[config.mk]
export PLATFORM = sky130hd
export DESIGN_NAME = irq_ctrl
export DESIGN_NICKNAME = d
export VERILOG_FILES = /design/src/rtl/irq_ctrl_pkg.sv /design/src/rtl/irq_prio_enc.sv /design/src/rtl/irq_ctrl.sv
export SDC_FILE = /design/constraint.sdc
export NUM_CORES = 1
export LEC_CHECK = 0
export CORE_ASPECT_RATIO = 1.4
export CORE_MARGIN = 2
export CORE_UTILIZATION = 46
export DETAILED_ROUTE_END_ITERATION = 8
export GPL_ROUTABILITY_DRIVEN = 0
export PLACE_DENSITY = 0.95
export SETUP_SLACK_MARGIN = 0.05
export SLEW_MARGIN = 0
export SYNTH_ARGS = -nofsm -noshare
export SYNTH_HDL_FRONTEND = slang
export SYNTH_SLANG_ARGS = --single-unit
[constraint.sdc]
create_clock -name i_CLK -period 4.3 [get_ports i_CLK]
set_input_delay 1.29 -clock i_CLK [delete_from_list [all_inputs] [get_ports i_CLK]]
set_output_delay 1.29 -clock i_CLK [all_outputs]
set_load 0.01 [all_outputs]
[src/rtl/irq_ctrl_pkg.sv]
// rtl/irq_ctrl_pkg.sv - shared core package: trap FSM encoding, CSR addresses, mcause constants
package irq_ctrl_pkg;

  typedef enum logic [2:0] {
    ST_IDLE     = 3'd0,
    ST_ARB      = 3'd1,
    ST_WAIT_RET = 3'd2,
    ST_ENTER    = 3'd3,
    ST_HANDLER  = 3'd4,
    ST_RETURN   = 3'd5
  } irq_state_t;

  localparam logic [11:0] CSR_MIE    = 12'h304;
  localparam logic [11:0] CSR_MTVEC  = 12'h305;
  localparam logic [11:0] CSR_MEPC   = 12'h341;
  localparam logic [11:0] CSR_MCAUSE = 12'h342;

  localparam logic [31:0] MCAUSE_IRQ_BIT      = 32'h8000_0000;
  localparam logic [1:0]  MTVEC_MODE_VECTORED = 2'b01;

  // Handler entry address: aligned base, plus the per-line offset in vectored mode.
  function automatic logic [31:0] trap_target(input logic [31:0] mtvec,
                                              input logic [31:0] offset);
    logic [31:0] base;
    base = {mtvec[31:2], 2'b00};
    if (mtvec[1:0] == MTVEC_MODE_VECTORED) begin
      return base + offset;
    end
    return base;
  endfunction

endpackage

[src/rtl/irq_prio_enc.sv]
// rtl/irq_prio_enc.sv - fixed-priority encoder, lowest set index wins
module irq_prio_enc
  import irq_ctrl_pkg::*;
#(
  parameter int N    = 6,
  parameter int ID_W = 3
) (
  input  logic [N-1:0]    i_eligible,
  output logic            o_valid,
  output logic [ID_W-1:0] o_id,
  output logic [N-1:0]    o_onehot
);

  logic [N-1:0] w_neg;

  assign o_valid  = |i_eligible;
  assign w_neg    = ~i_eligible + N'(1);
  assign o_onehot = i_eligible & w_neg;

  always_comb begin
    o_id = '0;
    for (int k = N - 1; k >= 0; k--) begin
      if (i_eligible[k]) begin
        o_id = ID_W'(k);
      end
    end
  end

endmodule

[src/rtl/irq_ctrl.sv]
// rtl/irq_ctrl.sv - machine external interrupt controller: pending capture, arbitration, trap entry/return
module irq_ctrl
  import irq_ctrl_pkg::*;
#(
  parameter int          N_IRQ  = 6,
  parameter logic [31:0] RST_PC = 32'h0000_0000
) (
  input  logic             i_CLK,
  input  logic             i_RSTn,
  input  logic [N_IRQ-1:0] i_MEI,
  input  logic [N_IRQ-1:0] i_MIE,
  input  logic [31:0]      i_MTVEC,
  input  logic [31:0]      i_MEPC,
  input  logic [31:0]      i_PC,
  input  logic             i_RETIRE,
  input  logic             i_MRET,
  input  logic             i_REDIRECT_ACK,
  output logic             o_REDIRECT,
  output logic [31:0]      o_REDIRECT_PC,
  output logic             o_EPC_WE,
  output logic [31:0]      o_EPC,
  output logic [31:0]      o_MCAUSE,
  output logic             o_IN_TRAP
);

  localparam int ID_W = (N_IRQ > 1) ? $clog2(N_IRQ) : 1;

  irq_state_t       r_state;
  logic [N_IRQ-1:0] r_pending;
  logic [N_IRQ-1:0] r_mei_q;
  logic [N_IRQ-1:0] r_onehot;
  logic [ID_W-1:0]  r_id;
  logic             r_redirect;
  logic [31:0]      r_redirect_pc;
  logic             r_epc_we;
  logic [31:0]      r_epc;
  logic [31:0]      r_mcause;
  logic             r_in_trap;

  logic [N_IRQ-1:0] w_rise;
  logic [N_IRQ-1:0] w_eligible;
  logic [N_IRQ-1:0] w_clr;
  logic             w_win_valid;
  logic [ID_W-1:0]  w_win_id;
  logic [N_IRQ-1:0] w_win_onehot;
  logic [31:0]      w_mcause;
  logic [31:0]      w_vec_off;

  assign w_rise     = i_MEI & ~r_mei_q;
  assign w_eligible = r_pending & i_MIE;
  assign w_clr      = (r_state == ST_ARB) ? w_win_onehot : '0;
  assign w_mcause   = MCAUSE_IRQ_BIT | {{(32 - N_IRQ){1'b0}}, r_onehot};
  assign w_vec_off  = {{(30 - ID_W){1'b0}}, r_id, 2'b00};

  irq_prio_enc #(
    .N    (N_IRQ),
    .ID_W (ID_W)
  ) u_prio_enc (
    .i_eligible (w_eligible),
    .o_valid    (w_win_valid),
    .o_id       (w_win_id),
    .o_onehot   (w_win_onehot)
  );

  // A new edge in the same cycle as the ARB clear must survive, so set is applied last.
  always_ff @(posedge i_CLK or negedge i_RSTn) begin
    if (!i_RSTn) begin
      r_mei_q   <= '0;
      r_pending <= '0;
    end else begin
      r_mei_q   <= i_MEI;
      r_pending <= (r_pending & ~w_clr) | w_rise;
    end
  end

  always_ff @(posedge i_CLK or negedge i_RSTn) begin
    if (!i_RSTn) begin
      r_state       <= ST_IDLE;
      r_id          <= '0;
      r_onehot      <= '0;
      r_redirect    <= 1'b0;
      r_redirect_pc <= RST_PC;
      r_epc_we      <= 1'b0;
      r_epc         <= '0;
      r_mcause      <= '0;
      r_in_trap     <= 1'b0;
    end else begin
      r_epc_we <= 1'b0;
      case (r_state)
        ST_IDLE: begin
          if (w_win_valid) begin
            r_state <= ST_ARB;
          end
        end
        ST_ARB: begin
          if (w_win_valid) begin
            r_id     <= w_win_id;
            r_onehot <= w_win_onehot;
            r_state  <= ST_WAIT_RET;
          end else begin
            r_state <= ST_IDLE;
          end
        end
        ST_WAIT_RET: begin
          if (i_RETIRE) begin
            r_epc_we      <= 1'b1;
            r_epc         <= i_PC;
            r_mcause      <= w_mcause;
            r_redirect    <= 1'b1;
            r_redirect_pc <= trap_target(i_MTVEC, w_vec_off);
            r_state       <= ST_ENTER;
          end
        end
        ST_ENTER: begin
          if (i_REDIRECT_ACK) begin
            r_redirect <= 1'b0;
            r_in_trap  <= 1'b1;
            r_state    <= ST_HANDLER;
          end
        end
        ST_HANDLER: begin
          if (i_MRET) begin
            r_in_trap     <= 1'b0;
            r_redirect    <= 1'b1;
            r_redirect_pc <= i_MEPC;
            r_state       <= ST_RETURN;
          end
        end
        ST_RETURN: begin
          if (i_REDIRECT_ACK) begin
            r_redirect <= 1'b0;
            r_state    <= ST_IDLE;
          end
        end
        default: begin
          r_redirect <= 1'b0;
          r_in_trap  <= 1'b0;
          r_state    <= ST_IDLE;
        end
      endcase
    end
  end

  assign o_REDIRECT    = r_redirect;
  assign o_REDIRECT_PC = r_redirect_pc;
  assign o_EPC_WE      = r_epc_we;
  assign o_EPC         = r_epc;
  assign o_MCAUSE      = r_mcause;
  assign o_IN_TRAP     = r_in_trap;

endmodule

After elaboration in Yosys (flattened, before gate mapping)
Cells that the tools add are included.
Storage, ports and cells
  register bits: 98
  input bits: 113
  output and inout bits: 99
  word-level logic and storage cells: 78
Operators by class
  $add $sub $neg: 2
  equal/unequal tests: 12
  multiplexer cells: 31
  bitwise gates (word level): 10
  reductions and logical operators: 12
Operator list (count)
  $mux 32: 4
  $pmux 32 s2: 1
  $mux 3: 11
  $add 32x5->32: 1
  $and 6x6->6: 4
  $not 6->6: 3
  $pmux 3 s6: 1
  $mux 1: 10
  $ne 2x2->1 const B: 4
  $add 6x1->6 const B: 1
  $eq 3x2->1 const B: 2
  $eq 3x3->1 const B: 2
  $mux 6: 1
  $or 6x6->6: 1
  $reduce_and 3->1: 2
  $reduce_or 6->1: 1
  $reduce_and 5->1: 1
  $ne 2x1->1 const B: 2
  $pmux 1 s4: 1
  $reduce_and 2->1: 2
  $reduce_and 4->1: 1
  $reduce_or 2->1: 2
  $reduce_or 4->1: 1
  $eq 3x1->1 const B: 1
  other kinds (6): 7

Logic depth before layout (Yosys ltp)
Gate-level depths: netlist of run 1.
  depth after elaboration: 8
  depth in mapped cells: 8
  mapped depth without buffers: 7

Cells and area by module
From an unflattened synthesis of run 1, not the netlist that was laid out.
Unflattened totals
  cells, all modules: 472
  area total of the unflattened synthesis: 5064.9 µm²
Modules (own cells, without submodules)
  irq_ctrl: instances 1, cells each 455, area each 4957.3 µm², sequential area each 2452.4 µm²
  irq_prio_enc: instances 1, cells each 17, area each 107.6 µm², sequential area each 0.0 µm²

Least setup slack after synthesis of run 1
No wires, ideal clock.
  path kind: input to register
  start: input i_MTVEC[2]
  end: register r_redirect_pc[18], in the netlist o_REDIRECT_PC[18]
  library setup time: 0.138 ns
  arrival time: 2.692 ns
  required time: 4.162 ns
  slack: 1.470 ns
  stages: 8
  buffers on the path: 1
  path through: ha_1 fa_1 a21o_1 nor4b_4 buf_6 nand4_1 xor2_1 o22ai_2
On the way
  word-level cells in the longest chain between the ends: 5
Ends and longest elaborated chain
  start, declared: RTL line irq_ctrl.sv:12  | input logic [31:0] i_MTVEC,
  $add 32x5->32: RTL line irq_ctrl_pkg.sv:27  | return base + offset;
  $mux 32: RTL line irq_ctrl_pkg.sv:26  | if (mtvec[1:0] == MTVEC_MODE_VECTORED) begin
  $mux 32: RTL line irq_ctrl_pkg.sv:29  | return base;
  $mux 32: RTL line irq_ctrl.sv:105  | if (i_RETIRE) begin
  $pmux 32 s2: RTL line irq_ctrl.sv:89  | case (r_state)
  end signal, assigned: RTL line irq_ctrl.sv:110  | r_redirect_pc <= trap_target(i_MTVEC, w_vec_off);
  end signal, assigned: RTL line irq_ctrl.sv:125  | r_redirect_pc <= i_MEPC;
  end, declared: RTL line irq_ctrl.sv:34  | logic [31:0] r_redirect_pc;
No other way between the ends. The select of a mux whose other input is x is not followed.
A chain may end at the register's enable or synchronous reset.

Final worst setup path of run 1
Ends and elaborated chain as after synthesis.

==> impl_metrics.toml, run 1 <==
[outcome]
status = "finished clean"

[route]
first_pass_iters = 5
post_drt_wl_per_cell_um = 16.3
drtIter0Drc = 243
route.detailed.drc = 0
wirelength_um = 14100
via_count = 4605
antenna_left = 0
via_per_inst = 5.32

[layout]
areaGrowthSynthToFinish_pct = 43.9
layout_common_cells = "clkdlybuf4s50_1 (185), nand2_1 (161), dfrtp_1 (98)"
ff_latch_area_sq_mm = 0.00245
fin_cells = 866
fillers = 773
fin_area_sq_mm = 0.00710
final_common_cell = "clkdlybuf4s50_1"
nets = 840
multiInputGateArea_sq_mm = 0.00223
antenna_cells = 0
drive_gt1_share_pct = 5.08

[global_route]
grt_pass1_wl_um = 22800
track_usage_pct = 24.7
grt_max_degree = 91
grt-ovfl-total = 0
antenna_found_initial = 0
grt_pass1_vias = 4659

[setup_path]
r2r_end = "o_REDIRECT_PC[5]"
r2r_cells = 5
crit_path_start = "i_MTVEC[2]"
worstPathArrival_ps = 3520
ff2ff_setup_slack_ps = 2040
critPathRequiredTime_ps = 4490
start_kind = "input port"
rr_startpoint = "r_state[1]"
criticalPathCategory = "in -> reg"
path_max_fanout = 12
critPathCaptureType = "flip-flop"

[clock_tree]
h-tree-depth = 3
ctsHoldBuffers = 0
cts_setup_buffers = 0
ctsLongestPathBuffers = 2
worst_skew_pair.late_latency_ps = 340
cts_resized = 0
numCtsBuffers = 9
path_clk_slew_ps = 70
cts_sinks = 98
cts_tree = "yes"
cts-root-buf = "clkbuf_16"

[power_and_ir_drop]
power.share.sequential_pct = 36.4
leakagePower_nw = 3.19
p_int_mw = 2.78
p_sw_mw = 1.55
sw_frac_of_total_pct = 35.7
pwr-share-comb_pct = 44.2
pwr-share-clk_pct = 19.4
p_per_area_mw_per_mm2 = 610
ir_drop_mv = 0.337

[floorplanning]
ios = 212
rows = 44
dieArea_sq_mm = 0.0116
die_y_um = 127
die_width_um = 91.5
core_sq_mm = 0.0104
initial_core_util_pct = 47.4

[min_path]
hp-class = "reg -> reg"
hold_end = "r_pending[2]"
min_from = "r_mei_q[2]"
whs_path_depth = 1

[synth]
yosysWarnings = 0
synthCells = 550
synth.distinct_cells = 49
synth-seq-cells = 98
synth-seq-area-share_pct = 49.7
yosysTopAreaCell = "dfrtp_1"
synth_area_leaders = "dfrtp_1 (50%), nand2_1 (12%), buf_4 (3.8%)"
synth_area_sq_mm = 0.00494
syn_avg_cell_area_sq_um = 8.97
yosys.area.top_type_share_pct = 49.7

[sta]
whs_ps = 418
hold_viol_final = 0
skew_ps = 7.39
period_needed_ps = 3330
setup_tns_ps = 0
slew_headroom_pct = 25.6
rsz0062_at_grt = "false"
period_share_pct = 77.4
fmax_ghz = 0.301
setup_viol = 0
worst_pin_slew_ps = 1120
finalMaxSlewViolations = 0

[placed_design]
hpwl_um = 10400
dp.cells = 850
portBuffers = 186
placed_cell_area_sq_mm = 0.00679

[flow_run]
maxCapViolCount = 0
stage by stage:
| step | util (%) | setup slack [ps] | power [mW] |
|---|---|---|---|
| 3_3_place_gp | 65.2 | 728 | 3.41 |
| 6_report | 68.2 | 972 | 4.33 |
| 5_1_grt | 68.2 | 841 | 4.62 |
| 3_5_place_dp | 65.2 | 642 | 3.50 |
| 4_1_cts | 68.2 | 979 | 4.36 |
| 2_1_floorplan | - | 1470 | 2.51 |
final cells by class:
cell class	instances	area share, %
Sequential cell	98	34.5
Timing Repair Buffer	191	26.7
Clock inverter	4	0.687
Inverter	9	0.476
Tap cell	138	2.43
Clock buffer	12	3.75
Multi-Input combinational cell	414	31.4
cells by family (layout without fill, tap and decap cells):
family | count (synthesis) | in the layout | synth area share (%)
AO/OA/AOI/OAI | 91 | 91 | 12.3
XOR/XNOR | 26 | 26 | 4.61
adder cells (fa/ha/maj) | 4 | 4 | 1.17
buffers and inverters | 62 | 216 | 7.07
flip-flops | 98 | 98 | 49.7
multiplexers | 2 | 2 | 0.406
other | 1 | 25 | 0.0760
AND/OR/NAND/NOR | 266 | 266 | 24.6
worst max-delay path by stage:
stage / slack (ps) / depth (start not counted) / endpoint
floorplan: 1470 / 8 / o_REDIRECT_PC[18]
detailed placement: 640 / 8 / o_REDIRECT_PC[18]
finish: 970 / 8 / o_REDIRECT_PC[18]
CTS: 980 / 8 / o_REDIRECT_PC[18]
global placement: 730 / 8 / o_REDIRECT_PC[30]
global route: 840 / 8 / o_REDIRECT_PC[18]
sequential cells by signal, indices dropped and copies added (netlist names):
signal	flops
o_EPC	32
o_REDIRECT_PC	32
o_MCAUSE	7
r_mei_q	6
r_onehot	6
r_pending	6
r_id	3
r_state	3
o_EPC_WE	1
o_IN_TRAP	1
o_REDIRECT	1
layer usage:
metal / GRT usage [%] / share of wire, %
met1: 28.3 / 38
met2: 44.1 / 53
met3: 4.75 / 6.4
met4: 11.1 / 3.4
met5: 0 / 0
critical path, stage by stage:
cell and delay [ps]:
clkdlybuf4s50_1 490, ha_1 200, fa_1 230, a21o_1 170, nor4b_4 600, nand4_1 210, xor2_1 220, o22ai_2 100
power by group through the flow:
| stage | clock (mW) | combinational, mW | sequential [mW] |
|---|---|---|---|
| final | 0.840 | 1.91 | 1.58 |
| after global routing | 0.890 | 2.10 | 1.63 |
| after floorplan | 0 | 0.847 | 1.67 |
| after detailed placement | 0 | 1.92 | 1.59 |
| after CTS | 0.855 | 1.93 | 1.58 |
| after global placement | 0 | 1.85 | 1.56 |
Yosys cell counts, drive strengths merged:
library cell / number
a211o: 1
a211oi: 1
a21o: 3
a21oi: 26
a221oi: 1
a22o: 1
a22oi: 3
a31o: 1
a31oi: 2
a32o: 4
and2: 8
and3: 5
and4: 6
buf: 42
clkbuf: 11
conb: 1
dfrtp: 98
fa: 1
ha: 3
inv: 9
mux2i: 2
nand2: 161
nand2b: 1
nand3: 23
nand3b: 3
nand4: 17
nor2: 31
nor2b: 3
nor3: 2
nor3b: 2
nor4: 2
nor4b: 1
o211ai: 7
o21ai: 21
o22ai: 18
o31ai: 1
o32ai: 1
or2: 1
xnor2: 9
xor2: 17
(Power assumes the default switching activity.)
==> run 2: changes to the inputs <==
--- a/config.mk
+++ b/config.mk
@@ -7,10 +7,10 @@
 export LEC_CHECK = 0
 export CORE_ASPECT_RATIO = 1.4
 export CORE_MARGIN = 2
-export CORE_UTILIZATION = 46
+export CORE_UTILIZATION = 39
 export DETAILED_ROUTE_END_ITERATION = 8
 export GPL_ROUTABILITY_DRIVEN = 0
-export PLACE_DENSITY = 0.95
+export PLACE_DENSITY = 0.88
 export SETUP_SLACK_MARGIN = 0.05
 export SLEW_MARGIN = 0
 export SYNTH_ARGS = -nofsm -noshare
==> constraint.sdc (replaced) <==
create_clock -name i_CLK -period 3.05 [get_ports i_CLK]
set_input_delay 0.915 -clock i_CLK [delete_from_list [all_inputs] [get_ports i_CLK]]
set_output_delay 0.915 -clock i_CLK [all_outputs]
set_load 0.01 [all_outputs]
==> run 2 against run 1 <==
Die area grew 17%. Largest cell class unchanged. Non-clock buffer count grew 11. Combinational power grew 42%. Global-route usage shrank 4.6 points. Utilization shrank 11 points. Clock skew grew 2.3 ps. Critical path depth grew 2.
==> impl_metrics.toml, run 2 (same netlist as run 1, synthesis figures left out) <==
[floorplanning]
rows = 48
core_sq_mm = 0.0124
die_width_um = 99.1
die_y_um = 137
initial_core_util_pct = 39.9
dieArea_sq_mm = 0.0136
ios = 212

[placed_design]
portBuffers = 186
dp_slack_ps = -193
hpwl_um = 10400
placed_cell_area_sq_mm = 0.00687
dp.cells = 870

[route]
drtIter0Drc = 174
antenna_left = 0
first_pass_iters = 5
via_count = 4498
via_per_inst = 5.08
route.detailed.drc = 0
post_drt_wl_per_cell_um = 15.8
wirelength_um = 14000

[layout]
antenna_cells = 0
fillers = 1059
areaGrowthSynthToFinish_pct = 44.6
nets = 851
fin_area_sq_mm = 0.00714
drive_gt1_share_pct = 5.71
final_common_cell = "clkdlybuf4s50_1"
layout_common_cells = "clkdlybuf4s50_1 (185), nand2_1 (161), dfrtp_1 (98)"
multiInputGateArea_sq_mm = 0.00223
utilization_pct = 57.7
ff_latch_area_sq_mm = 0.00245
fin_cells = 886

[flow_run]
maxCapViolCount = 0

[clock_tree]
cts_tree = "yes"
path_clk_slew_ps = 60
cts_setup_buffers = 0
numCtsBuffers = 9
cts-root-buf = "clkbuf_16"
ctsHoldBuffers = 0
ctsLongestPathBuffers = 2
h-tree-depth = 3
cts_resized = 0
worst_skew_pair.late_latency_ps = 340
cts_sinks = 98

[sta]
period_share_pct = 92.7
hold_viol_final = 0
whs_ps = 416
finalMaxSlewViolations = 0
setup_tns_ps = 0
setup_viol = 0
fin_ws_ps = 224
rsz0062_at_grt = "false"
fmax_ghz = 0.354
worst_pin_slew_ps = 722
slew_headroom_pct = 51.9
skew_ps = 9.64
period_needed_ps = 2830

[global_route]
grt_pass1_vias = 4455
grt_max_degree = 99
grt_pass1_wl_um = 21600
antenna_found_initial = 0
track_usage_pct = 20.1
grt-ovfl-total = 0

[power_and_ir_drop]
p_total_mw = 5.91
ir_drop_mv = 0.507
p_per_area_mw_per_mm2 = 828
leakagePower_nw = 3.21

[setup_path]
r2r_cells = 9
start_kind = "input port"
critPathRequiredTime_ps = 3250
worstPathArrival_ps = 3020
critPathCaptureType = "flip-flop"
rr_startpoint = "r_id[0]"
path_max_fanout = 11
criticalPathCategory = "in -> reg"
crit_path_start = "i_MTVEC[2]"

[min_path]
whs_path_depth = 1
min_from = "r_mei_q[0]"
hp-class = "reg -> reg"

[outcome]
status = "finished clean"
run 2: power by group:
part / switching [mW] / internal [mW]
sequential: 0.368 / 1.84
clock: 0.451 / 0.539
combinational: 1.31 / 1.40
total: 2.13 / 3.78
run 2: final timing paths:
path | to | slack (ps)
max | o_REDIRECT_PC[16] | 220
max reg2reg | o_REDIRECT_PC[16] | 860
min reg2reg | r_pending[0] | 420
min in group asynchronous | o_EPC[3] | 630
min | r_pending[0] | 420
max in group asynchronous | o_REDIRECT_PC[24] | 2010
run 2: final cells by class:
type | instances | area share, %
timing repair buffer | 202 | 27.9
multi-input combinational | 414 | 31.2
inverter | 9 | 0.473
sequential | 98 | 34.4
clock buffer | 12 | 3.31
tap | 150 | 2.63
clock inverter | 1 | 0.0701
run 2: layer usage:
metal  GRT usage, %  vias up  part of all wire (%)
li1               -     2180                     -
met1           22.5     2095                    38
met2           35.8      184                    52
met3           5.16       39                   7.0
met4           8.75        0                   3.3
met5              0        -                     0
run 2: critical path: stages:
cell	delay, ps
clkdlybuf4s50_1	420
ha_1	230
fa_1	410
a21o_1	230
nor4b_4	130
buf_4	180
buf_4	150
a21o_1	140
a21oi_1	130
o31ai_1	90
==> run 3: changes to the inputs <==
--- a/config.mk
+++ b/config.mk
@@ -6,11 +6,11 @@
 export NUM_CORES = 1
 export LEC_CHECK = 0
 export CORE_ASPECT_RATIO = 1.4
-export CORE_MARGIN = 2
-export CORE_UTILIZATION = 39
+export CORE_UTILIZATION = 40
+export CTS_BUF_LIST = sky130_fd_sc_hd__clkbuf_2
 export DETAILED_ROUTE_END_ITERATION = 8
 export GPL_ROUTABILITY_DRIVEN = 0
-export PLACE_DENSITY = 0.88
+export PLACE_DENSITY = 0.89
 export SETUP_SLACK_MARGIN = 0.05
 export SLEW_MARGIN = 0
 export SYNTH_ARGS = -nofsm -noshare
==> run 3 against run 2 <==
Non-clock buffer count unchanged. Die area decreased by 5.8%. Utilization increased by 0.75 points. Via count increased by 1.0%. Register-to-register slack got worse by 40 ps. Largest power group unchanged.
==> impl_metrics.toml, run 3 (same netlist as run 1, synthesis figures left out) <==
[sta]
setup_viol = 0
hold_viol_final = 0
finalMaxSlewViolations = 0
skew_ps = 35.9
period_share_pct = 87.9
fmax_ghz = 0.373
fin_ws_ps = 368
period_needed_ps = 2680
rsz0062_at_grt = "false"
worst_pin_slew_ps = 758
slew_headroom_pct = 49.5

[route]
wirelength_um = 13800
drtIter0Drc = 200
first_pass_iters = 5
via_per_inst = 5.12
via_count = 4544
route.detailed.drc = 0
post_drt_wl_per_cell_um = 15.6
antenna_left = 0

[outcome]
status = "finished clean"

[setup_path]
rr_startpoint = "r_id[0]"
path_max_fanout = 12
critPathCaptureType = "flip-flop"
critPathRequiredTime_ps = 3480
cp_top_family = "simple AND/OR/NAND/NOR gates"
max_stage_delay_ps = 620
worst_path_max_delay_cell = "nor4b_4"
crit_path_cell_trace = "clkdlybuf4s50_1 > ha_1 > fa_1 > a21o_1 > nor4b_4 > nand4_2 > xor2_1 > o22ai_2"
crit_path_start = "i_MTVEC[2]"
critPathBufInv = 1
start_kind = "input port"
criticalPathCategory = "in -> reg"
worstPathArrival_ps = 3110

[placed_design]
dp_slack_ps = -211
hpwl_um = 10300
portBuffers = 186

[floorplanning]
die_width_um = 95.9
rows = 47
core_sq_mm = 0.0119
initial_core_util_pct = 41.3
dieArea_sq_mm = 0.0128
die_y_um = 133
ios = 212

[min_path]
hp-class = "in -> async"

[clock_tree]
worst_skew_pair.late_latency_ps = 570
numCtsBuffers = 9
cts_sinks = 98
ctsHoldBuffers = 0
ctsLongestPathBuffers = 2
cts_setup_buffers = 0
cts_resized = 0
path_clk_slew_ps = 280
cts-root-buf = "clkbuf_2"
cts_tree = "yes"
h-tree-depth = 3

[layout]
layout_common_cells = "clkdlybuf4s50_1 (185), nand2_1 (161), dfrtp_1 (98)"
nets = 851
fillers = 1066
multiInputGateArea_sq_mm = 0.00223
areaGrowthSynthToFinish_pct = 41.3
final_common_cell = "clkdlybuf4s50_1"
ff_latch_area_sq_mm = 0.00245
drive_gt1_share_pct = 6.22

[global_route]
grt_max_degree = 63
antenna_found_initial = 1
grt-ovfl-total = 0
grt_pass1_vias = 4555
grt_pass1_wl_um = 21900
track_usage_pct = 22.5

[power_and_ir_drop]
p_total_mw = 5.45
p_per_area_mw_per_mm2 = 781
ir_drop_mv = 0.411
leakagePower_nw = 3.15

[flow_run]
maxCapViolCount = 0
-- run 3: changes by cell type in the layout (fill, tap and decap cells not counted), sizes merged --
cell	previous run	this run
diode	0	1
clkbuf	12	9
clkinv	1	7
-- run 3: report_power, final --
part / internal (mW) / switching [mW] / leakage (nW)
registers: 1.83 / 0.359 / 1.20
clock network: 0.0986 / 0.436 / 0.0603
logic: 1.42 / 1.31 / 1.89
-- run 3: worst paths after layout --
kind,end,cells past startpoint,slack [ps]
worst min-delay path,o_EPC[3],1,340
min in group i_CLK,r_pending[5],1,430
max in group asynchronous,r_id[0],2,1920
worst max register to register,o_REDIRECT_PC[20],7,820
worst max-delay path,o_REDIRECT_PC[20],8,370
worst min register to register,r_pending[5],1,430
-- run 3: area by class of cell --
cell class / instances / area share [%]
inverter: 9 / 0.484
clock inverter: 7 / 0.520
timing repair buffer: 202 / 28.6
tap: 147 / 2.64
clock buffer: 9 / 0.646
multi-input combinational: 414 / 32.0
sequential: 98 / 35.2
antenna: 1 / 0.0359
-- run 3: worst register-to-register path, stage by stage (launching register included) --
cell and delay, ps:
dfrtp_1 420, ha_1 190, fa_1 210, a21o_1 160, nor4b_4 620, nand4_2 200
xor2_1 220, o22ai_2 90
-- run 3: metal layers --
metal | track usage, % | routed length, um | up-vias
li1 | - | - | 2180
met1 | 23.9 | 5020 | 2154
met2 | 40.6 | 7410 | 179
met3 | 6.39 | 1040 | 31
met4 | 9.12 | 356 | 0
met5 | 0 | 0 | -
-- run 3: metrics by stage --
stage | hold WS [ps] | TNS [ps] | utilization, % | instances | cell area [sq um]
2_1_floorplan | 392 | 0 | - | 574 | 5030
3_3_place_gp | 394 | -1090 | 57.7 | 870 | 6890
3_5_place_dp | 404 | -1580 | 57.7 | 870 | 6890
4_1_cts | 337 | 0 | 58.4 | 886 | 6970
5_1_grt | 331 | 0 | 58.4 | 887 | 6980
6_report | 336 | 0 | 58.4 | 887 | 6980
